<file path="src/rtl/mux_arbiter_2to1.sv">
// mux_arbiter_2to1: two-lane FIFO-buffered arbiter driving a shared registered 2:1 mux path.
//   Build option: define MUX_ARB_PRIORITY_EN to make lane 0 always win; otherwise arbitration is round-robin.
//   Ports:
//     clk, reset            rising-edge clock, synchronous active-high reset
//     in0/valid_in0         lane 0 word and its strobe
//     in1/valid_in1         lane 1 word and its strobe
//     pause_in              downstream backpressure, blocks issue while high
//     pause0/pause1         lane FIFO occupancy at or above ALMOST_FULL
//     selector              lane granted on the most recent issue
//     data_out/valid_out    registered issued word and its valid
//     err0/err1             sticky flags for words dropped on a full lane FIFO
module mux_arbiter_2to1 #(
    parameter int DATA_WIDTH  = 8,
    parameter int FIFO_DEPTH  = 4,
    parameter int ALMOST_FULL = 3
) (
    input  logic                  clk,
    input  logic                  reset,
    input  logic [DATA_WIDTH-1:0] in0,
    input  logic                  valid_in0,
    input  logic [DATA_WIDTH-1:0] in1,
    input  logic                  valid_in1,
    input  logic                  pause_in,
    output logic                  pause0,
    output logic                  pause1,
    output logic                  selector,
    output logic [DATA_WIDTH-1:0] data_out,
    output logic                  valid_out,
    output logic                  err0,
    output logic                  err1
);
    localparam int AW = $clog2(FIFO_DEPTH);
    localparam int CW = AW + 1;

    typedef enum logic {LAST0, LAST1} state_t;

    state_t                state, state_next;
    logic [DATA_WIDTH-1:0] mem [2][FIFO_DEPTH];
    logic [DATA_WIDTH-1:0] din [2];
    logic [AW-1:0]         wp [2];
    logic [AW-1:0]         rp [2];
    logic [CW-1:0]         cnt [2];
    logic [1:0]            ne, full, push, pop, err;
    logic                  gl, grant;

    assign din[0] = in0;
    assign din[1] = in1;
    assign pause0 = cnt[0] >= CW'(ALMOST_FULL);
    assign pause1 = cnt[1] >= CW'(ALMOST_FULL);
    assign err0   = err[0];
    assign err1   = err[1];

    always_comb begin
        ne    = {cnt[1] != '0, cnt[0] != '0};
        full  = {cnt[1] == CW'(FIFO_DEPTH), cnt[0] == CW'(FIFO_DEPTH)};
        push  = {valid_in1, valid_in0} & ~full;
        grant = !pause_in && (ne != 2'b00);
`ifdef MUX_ARB_PRIORITY_EN
        gl = !ne[0];
`else
        // Under contention serve the lane that did not win last time.
        gl = (ne == 2'b11) ? (state == LAST0) : !ne[0];
`endif
        pop        = grant ? (gl ? 2'b10 : 2'b01) : 2'b00;
        state_next = grant ? (gl ? LAST1 : LAST0) : state;
    end

    always_ff @(posedge clk) begin
        if (reset) state <= LAST1;
        else state <= state_next;
    end

    always_ff @(posedge clk) begin
        if (reset) begin
            for (int i = 0; i < 2; i++) begin
                wp[i]  <= '0;
                rp[i]  <= '0;
                cnt[i] <= '0;
            end
            err       <= '0;
            valid_out <= 1'b0;
            data_out  <= '0;
            selector  <= 1'b0;
        end else begin
            for (int i = 0; i < 2; i++) begin
                if (push[i]) begin
                    mem[i][wp[i]] <= din[i];
                    wp[i]         <= wp[i] + AW'(1);
                end
                if (pop[i]) rp[i] <= rp[i] + AW'(1);
                cnt[i] <= cnt[i] + CW'(push[i]) - CW'(pop[i]);
            end
            // A drop is judged on pre-edge fullness, so a same-edge pop does not rescue it.
            err       <= err | ({valid_in1, valid_in0} & full);
            valid_out <= grant;
            if (grant) begin
                data_out <= gl ? mem[1][rp[1]] : mem[0][rp[0]];
                selector <= gl;
            end
        end
    end
endmodule
</file>
<file path="config.mk">
export PLATFORM = sky130hd
export DESIGN_NAME = mux_arbiter_2to1
export DESIGN_NICKNAME = d
export VERILOG_FILES = /design/src/rtl/mux_arbiter_2to1.sv
export SDC_FILE = /design/constraint.sdc
export NUM_CORES = 1
export LEC_CHECK = 0
export CAP_MARGIN = 20
export CORE_MARGIN = 8
export CORE_UTILIZATION = 45
export DETAILED_ROUTE_END_ITERATION = 8
export GPL_ROUTABILITY_DRIVEN = 0
export GPL_TIMING_DRIVEN = 0
export PLACE_DENSITY = 0.76
export SLEW_MARGIN = 10
export SYNTH_ARGS = -nofsm -noshare
export SYNTH_HDL_FRONTEND = slang
export SYNTH_SLANG_ARGS = --single-unit
</file>
<file path="constraint.sdc">
create_clock -name clk -period 2.3 [get_ports clk]
set_input_delay 0.46 -clock clk [delete_from_list [all_inputs] [get_ports clk]]
set_output_delay 0.46 -clock clk [all_outputs]
set_load 0.05 [all_outputs]
</file>
# --- Word-level counts from Yosys, hierarchy flattened ---
# Memory sizes are Yosys's and may differ from the RTL's.
# Cells that the tools add are included.
word_totals:
  register_bits: 13
  ram_bits: 78
  input_bits: 21
  output_inout_bits: 14
  elab_cells: 89
  mem_count: 4
classes:
  addsub: 8
  magnitude_cmp: 8
  eq_ne: 3
  mux: 38
  n_bitwise: 15
  n_reduce_logical: 8
mem_list:
  columns: ["name", "depth", "width", "rd", "rd_ports_with_merged_regs", "wr", "line_no", "rtl"]
  rows:
  - ["mem", 2, 32, 2, 0, 2, "38", "logic [DATA_WIDTH-1:0] mem [2][FIFO_DEPTH];"]
  - ["cnt", 2, 3, 2, 0, 2, "42", "logic [CW-1:0] cnt [2];"]
  - ["rp", 2, 2, 2, 0, 2, "41", "logic [AW-1:0] rp [2];"]
  - ["wp", 2, 2, 2, 0, 2, "40", "logic [AW-1:0] wp [2];"]
ops:
  columns: ["op", "n"]
  rows:
  - ["$mux 32", 2]
  - ["$mux 8", 7]
  - ["$bmux 8 s2", 2]
  - ["$demux 8 s2", 2]
  - ["$mux 1", 17]
  - ["$ge 3x3->1 const B", 4]
  - ["$mux 2", 6]
  - ["$not 2->3", 4]
  - ["$add 2x1->2 const B", 4]
  - ["$add 3x1->3", 2]
  - ["$eq 3x3->1 const B", 2]
  - ["$ge 3x2->1 const B", 2]
  - ["$lt 3x1->1 const B", 2]
  - ["$mux 3", 2]
  - ["$or 1x1->1", 6]
  - ["$reduce_bool 3->1", 2]
  - ["$sub 3x1->3", 2]
  - ["$and 2x2->2", 2]
  - ["$logic_and 1x1->1", 3]
  - ["$eq 2x2->1 const B", 1]
  - ["$logic_not 1->1", 2]
  - ["$not 2->2", 1]
  - ["$or 2x2->2", 1]
  - ["$reduce_bool 2->1", 1]
  - ["$not 1->1", 1]

# --- Logic depth before layout (Yosys ltp) ---
# Gate-level depths: netlist of the first run.
depth:
  word_depth: 9
  ltp_mapped: 10
  mapped_depth_nobuf: 9

# --- Worst setup path before layout of the first run ---
# Ideal clock, no wire load.
synth_timing:
  kind: "register -> register"
  start: "memory cnt[0][2] (netlist name)"
  end: "memory cnt[0][5] (netlist name)"
  setup_ps: 128
  arrival_time_ps: 2118
  required_time_ps: 2172
  slack_ps: 54
  stages_incl_launch_ff: 11
  path_buffers: 1
  period_less_slack_ps: 2246
  path_cell_list: "dfxtp_1 > or3_4 > a211oi_1 > buf_4 > ha_1 > inv_1 > ha_1 > inv_1 > fa_1 > xor2_1 > nor2_1"
synth_rtl:
  columns: ["item", "line_no"]
  rows:
  - ["start, declared", "42"]

==> impl_metrics.env, run 1 <==
export IMPL_status="finished clean"
export IMPL_crit_arrival_ns=2.51
export IMPL_vias_per_cell=5.28
export IMPL_drive_gt1_share_pct=21.6
export IMPL_worstPathMaxFanout=3
export IMPL_clkTransAtPathRegs_ns=0.09
export IMPL_hp_class="primary input to flip-flop"
export IMPL_critPathLaunchType="flip-flop"
export IMPL_grt_max_degree=17
export IMPL_seq_area_frac_synth_pct=69.3
export IMPL_cts_sinks=91
export IMPL_die_w_um=106
export IMPL_whs_ns=0.466
export IMPL_p_per_area_nw_per_um2=1100
export IMPL_clkLatencyLatePin_ns=0.35
export IMPL_hold_depth=2
export IMPL_synth_avg_cell_area_um2=17.0
export IMPL_ys_types=27
export IMPL_cts_root_buf="clkbuf_8"
export IMPL_io_buffers=33
export IMPL_diodes=0
export IMPL_clk_path_buf_depth=2
export IMPL_crit_cells=9
export IMPL_dieHeight_um=106
export IMPL_leakagePower_uw=0.00153
export IMPL_crit_start="cnt[0][0]"
export IMPL_drv_slew=0
export IMPL_cts_made_buffers=9
export IMPL_synth_top_area_cell="edfxtp_1"
export IMPL_worst_slew_pin_slew_ns=0.593
export IMPL_dieArea_um2=11300
export IMPL_final_common_cell="edfxtp_1"
export IMPL_final_core_util_pct=54.8
export IMPL_r2r_end="cnt[0][4]"
export IMPL_h_tree_depth=3
export IMPL_post_dp_cell_area_um2=4130
export IMPL_grt_first_pass_wirelength_mm=10.6
export IMPL_wirelength_mm=6.66
export IMPL_netlist_area_um2=3670
export IMPL_pwr_share_comb_pct=33.2
export IMPL_dr_pass1_iters=4
export IMPL_cp_top_family="adder cells"
export IMPL_slowest_delay_ns=0.53
export IMPL_fmax_ghz=0.439
export IMPL_ir_worst_vdd_mv=0.395
export IMPL_skew_ns=0.00806
export IMPL_vias=1968
export IMPL_start_util_pct=45.6
export IMPL_grt_pass1_vias=2014
export IMPL_wl_per_cell_um=17.9
export IMPL_final_area_um2=4410
export IMPL_areaGrowthSynthToFinish_pct=20.2
export IMPL_min_period_over_period_pct=99.1
export IMPL_worstReg2RegStart="cnt[0][0]"
export IMPL_num_rows=33
export IMPL_finalCriticalPeriod_ns=2.28
export IMPL_dp_hpwl_mm=4.66
export IMPL_cp_end_kind="flip-flop"
export IMPL_syn_nets=253
export IMPL_final_cell_mix="edfxtp_1 (72), clkdlybuf4s50_1 (30), nor2_1 (18)"
export IMPL_cts_tree="built"
export IMPL_nFillCells=636
export IMPL_internal_power_uw=3240
export IMPL_cp_cell_sequence="or3_4 -> a211oi_4 -> buf_6 -> ha_4 -> inv_2 -> ha_4 -> inv_2 -> fa_2 -> nor2_2"
export IMPL_drc=0
export IMPL_switching_share_pct=33.2
export IMPL_crit_path_top_delay_cell="fa_2"
export IMPL_ys_warn_count=0
export IMPL_yosys_area_top_type_share_pct=58.9
export IMPL_rrSetupSlack_ns=0.02
export IMPL_dr_first_iter_drc_count=154
export IMPL_antenna_found_initial=0
export IMPL_ant_nets=0
export IMPL_pwr_share_clk_pct=22.1
export IMPL_path_buf_inv=3
export IMPL_syn_inst=216
export IMPL_rsz0062_at_grt="yes"
export IMPL_hold_viol=0
export IMPL_setup_violations=0
export IMPL_io_pin_count=35
export IMPL_p_sw_uw=1610
export IMPL_critPathKind="flip-flop to flip-flop"
export IMPL_globalRoute_totalOverflow=0
export IMPL_cp_endpoint="cnt[0][4]"
export IMPL_slew_headroom_pct=60.5
export IMPL_seqPwrFrac_pct=44.8
export IMPL_ys_ff_latch=91
export IMPL_coreArea_um2=8050
export IMPL_r2r_cells=9
export IMPL_drv_cap=0
export IMPL_nNetsFinal=300
export IMPL_synthTopCellsByArea="edfxtp_1 (59%), dfxtp_1 (10%), mux4_2 (9.8%)"
export IMPL_worstPathRequired_ns=2.53
export IMPL_grt_use_total_pct=12.4
-- cell families (layout without fill, tap and decap cells) --
kind of cell	Yosys count	after routing	synth area share, %
compound gates	17	17	4.33
xor+xnor	4	4	0.955
flops	91	91	69.3
mux	16	16	9.82
buf+inv	23	75	2.76
fa+ha+maj	16	16	5.86
simple gates	49	49	7.02
-- flip-flops by register name, indices dropped and copies added, names as in the netlist --
name,count
cnt,6
data_out,8
err,2
mem,64
rp,4
selector,1
state,1
valid_out,1
wp,4
-- stage by stage --
| stage | cells | TNS (ns) | setup slack [ns] | power (uW) |
|---|---|---|---|---|
| 2_1_floorplan | 216 | 0 | 0.0540 | 3240 |
| 3_3_place_gp | 354 | -0.914 | -0.254 | 3660 |
| 3_5_place_dp | 354 | -1.03 | -0.285 | 3700 |
| 4_1_cts | 371 | 0 | 0.0219 | 4780 |
| 5_1_grt | 373 | -0.107 | -0.0554 | 5100 |
| 6_report | 373 | 0 | 0.0201 | 4840 |
-- worst min-delay path by stage --
stage	to	from
final	cnt[0][3]	reset
after CTS	cnt[0][3]	reset
after global placement	err[1]	err[1]
after global routing	cnt[0][0]	reset
after detailed placement	err[1]	err[1]
after floorplan	state	state
-- metal layers --
layer	wire length [um]	up-vias	GRT usage, %
met3	410	9	3.45
met1	2680	991	14.7
met2	3480	53	20.9
li1	-	915	-
met5	0	-	0
met4	92	0	4.82
-- synthesized netlist by cell type --
library cell,instances
nor2b_1,6
buf_6,1
nor2_1,19
a222oi_1,8
a21oi_1,3
dfxtp_1,19
or3_4,1
ha_1,14
o21ai_0,2
or2_2,4
clkbuf_1,5
mux4_2,16
xnor2_1,2
nand2_1,2
o41ai_4,1
edfxtp_1,72
xor2_1,2
buf_4,1
fa_1,2
buf_2,3
nor3_1,5
a21o_2,1
nor3b_1,4
o211a_1,1
inv_1,13
a211oi_1,1
and2_1,8
-- power by group through the flow --
stage	Combinational, uW	Sequential [uW]	Clock, uW
2_1_floorplan	857	2390	0
3_3_place_gp	1470	2190	0
3_5_place_dp	1510	2200	0
4_1_cts	1540	2170	1080
5_1_grt	1760	2190	1150
6_report	1610	2170	1070
-- final cells by class --
cell class,count,area (um2),area share (%)
well taps,105,131,2.98
multi-input cells,102,1080,24.4
flip-flops and latches,91,2540,57.7
clock inverters,6,71.3,1.62
inverters,13,48.8,1.11
repair buffers,36,349,7.91
plain buffers,10,62.6,1.42
clock buffers,10,128,2.89
-- timing repair --
action / in CTS / in global routing
endpoints found under the setup margin: 4 / 5
setup buffers: 1 / 2
resized for setup: 6 / 16
pin swaps: 1 / 5
hold buffers: 0 / 0
(Power assumes the default switching activity.)
==> run 2: changes to the inputs <==
--- a/config.mk
+++ b/config.mk
@@ -5,6 +5,7 @@
 export SDC_FILE = /design/constraint.sdc
 export NUM_CORES = 1
 export LEC_CHECK = 0
+export ABC_CLOCK_PERIOD_IN_PS = 2300
 export CAP_MARGIN = 20
 export CORE_MARGIN = 8
 export CORE_UTILIZATION = 45
==> results of run 2 <==
The final DEF is identical to that of run 1; final timing and power are the same.
==> run 3: changes to the inputs <==
--- a/config.mk
+++ b/config.mk
@@ -13,7 +13,8 @@
 export GPL_ROUTABILITY_DRIVEN = 0
 export GPL_TIMING_DRIVEN = 0
 export PLACE_DENSITY = 0.76
-export SLEW_MARGIN = 10
+export SKIP_CTS_REPAIR_TIMING = 1
+export SLEW_MARGIN = 20
 export SYNTH_ARGS = -nofsm -noshare
 export SYNTH_HDL_FRONTEND = slang
 export SYNTH_SLANG_ARGS = --single-unit
==> impl_metrics.env, run 3 (synthesized netlist as in run 1, its figures left out) <==
export IMPL_status="finished clean"
export IMPL_fmax_ghz=0.439
export IMPL_dp_hpwl_mm=4.66
export IMPL_hold_depth=2
export IMPL_worst_slew_pin_slew_ns=0.569
export IMPL_wl_per_cell_um=17.7
export IMPL_wirelength_mm=6.61
export IMPL_areaGrowthSynthToFinish_pct=19.9
export IMPL_rrSetupSlack_ns=0.02
export IMPL_ir_worst_vdd_mv=0.396
export IMPL_crit_arrival_ns=2.50
export IMPL_r2r_cells=10
export IMPL_clkTransAtPathRegs_ns=0.09
export IMPL_rsz0062_at_grt="yes"
export IMPL_placed_cells=354
export IMPL_hold_viol=0
export IMPL_hp_class="primary input to flip-flop"
export IMPL_globalRoute_totalOverflow=0
export IMPL_dr_first_iter_drc_count=117
export IMPL_worstPathRequired_ns=2.52
export IMPL_cts_sinks=91
export IMPL_worstPathMaxFanout=3
export IMPL_clkLatencyLatePin_ns=0.35
export IMPL_vias_per_cell=5.29
export IMPL_final_seq_area_um2=2540
export IMPL_multi_input_area_um2=1050
export IMPL_dieArea_um2=11300
export IMPL_grt_pass1_vias=1998
export IMPL_dp_slack_ns=-0.285
export IMPL_leakagePower_uw=0.00156
export IMPL_dieHeight_um=106
export IMPL_r2r_end="cnt[0][5]"
export IMPL_start_util_pct=45.6
export IMPL_h_tree_depth=3
export IMPL_final_cell_mix="edfxtp_1 (72), clkdlybuf4s50_1 (30), nor2_1 (19)"
export IMPL_hold_end="cnt[0][3]"
export IMPL_skew_ns=0.00879
export IMPL_drv_slew=0
export IMPL_stdcell_count=374
export IMPL_vias=1977
export IMPL_setup_violations=0
export IMPL_cp_end_kind="flip-flop"
export IMPL_drv_cap=0
export IMPL_critPathKind="flip-flop to flip-flop"
export IMPL_final_area_um2=4400
export IMPL_grt_use_total_pct=12.3
export IMPL_io_pin_count=35
export IMPL_io_buffers=33
export IMPL_worstHoldStart="reset"
export IMPL_num_rows=33
export IMPL_clk_path_buf_depth=2
export IMPL_ant_nets=0
export IMPL_tns_ns=0
export IMPL_dr_pass1_iters=4
export IMPL_min_period_over_period_pct=99.0
export IMPL_critPathLaunchType="flip-flop"
export IMPL_grt_max_degree=17
export IMPL_setup_ws_ns=0.0228
export IMPL_final_common_cell="edfxtp_1"
export IMPL_finalCriticalPeriod_ns=2.28
export IMPL_cts_made_buffers=9
export IMPL_post_dp_cell_area_um2=4130
export IMPL_cts_root_buf="clkbuf_8"
export IMPL_cts_tree="built"
export IMPL_coreArea_um2=8050
export IMPL_die_w_um=106
export IMPL_p_total_uw=4810
export IMPL_grt_first_pass_wirelength_mm=10.5
export IMPL_p_per_area_nw_per_um2=1090
export IMPL_worstReg2RegStart="cnt[0][0]"
export IMPL_drive_gt1_share_pct=19.3
export IMPL_slew_headroom_pct=62.1
export IMPL_antenna_found_initial=0
export IMPL_drc=0
export IMPL_nNetsFinal=301
export IMPL_nFillCells=636
export IMPL_diodes=0
export IMPL_largest_register_ffs=64
==> run 3: cell count changes in the layout (fill, tap and decap cells not counted), sizes merged <==
cell          delta
dlygate4sd2      -1
buf              +1
dlymetal6s2s     +2
clkbuf           -1
==> run 3: cell type report <==
cell class                      instances  area share (%)
Sequential cell                        91            57.8
Multi-Input combinational cell        102            23.8
Timing Repair Buffer                   37            8.36
Tap cell                              105            2.98
Clock buffer                           10            2.90
Clock inverter                          6            1.62
Buffer                                 10            1.42
Inverter                               13            1.11
==> run 3: where the power goes <==
part	total (uW)	internal [uW]	leakage (uW)	switching, uW
logic	1570	689	0.000648	884
clock network	1070	514	0.0000939	553
registers	2170	2030	0.000823	142
total	4810	3230	0.00156	1580
==> run 3: metal layers <==
layer / global-route usage (%) / share of wire [%]
met2: 20.8 / 52
met3: 3.45 / 6.4
met4: 4.82 / 1.4
met5: 0 / 0
met1: 14.6 / 40
==> run 3: worst max path at each step <==
stage | start | to | slack (ns)
after floorplan | cnt[0][2] | cnt[0][5] | 0.05
after global placement | pause_in | cnt[0][2] | -0.25
after detailed placement | pause_in | cnt[0][5] | -0.29
after CTS | cnt[0][0] | cnt[0][5] | -0.20
after global routing | cnt[0][0] | cnt[0][5] | -0.1
final | cnt[0][0] | cnt[0][5] | 0.02
==> run 3: stage by stage <==
step	hold slack, ns	util [%]
5_1_grt	0.513	54.7
6_report	0.471	54.7
4_1_cts	0.456	53.8
3_5_place_dp	0.481	51.3
3_3_place_gp	0.465	51.3
2_1_floorplan	0.459	-
==> run 3: critical path, stage by stage (launching register included) <==
cell and delay [ns]:
dfxtp_2 0.34, or3_4 0.42, a211oi_4 0.26, buf_6 0.14, ha_1 0.21, inv_1 0.05
ha_1 0.13, inv_1 0.05, fa_1 0.37, xor2_1 0.13, nor2_1 0.05
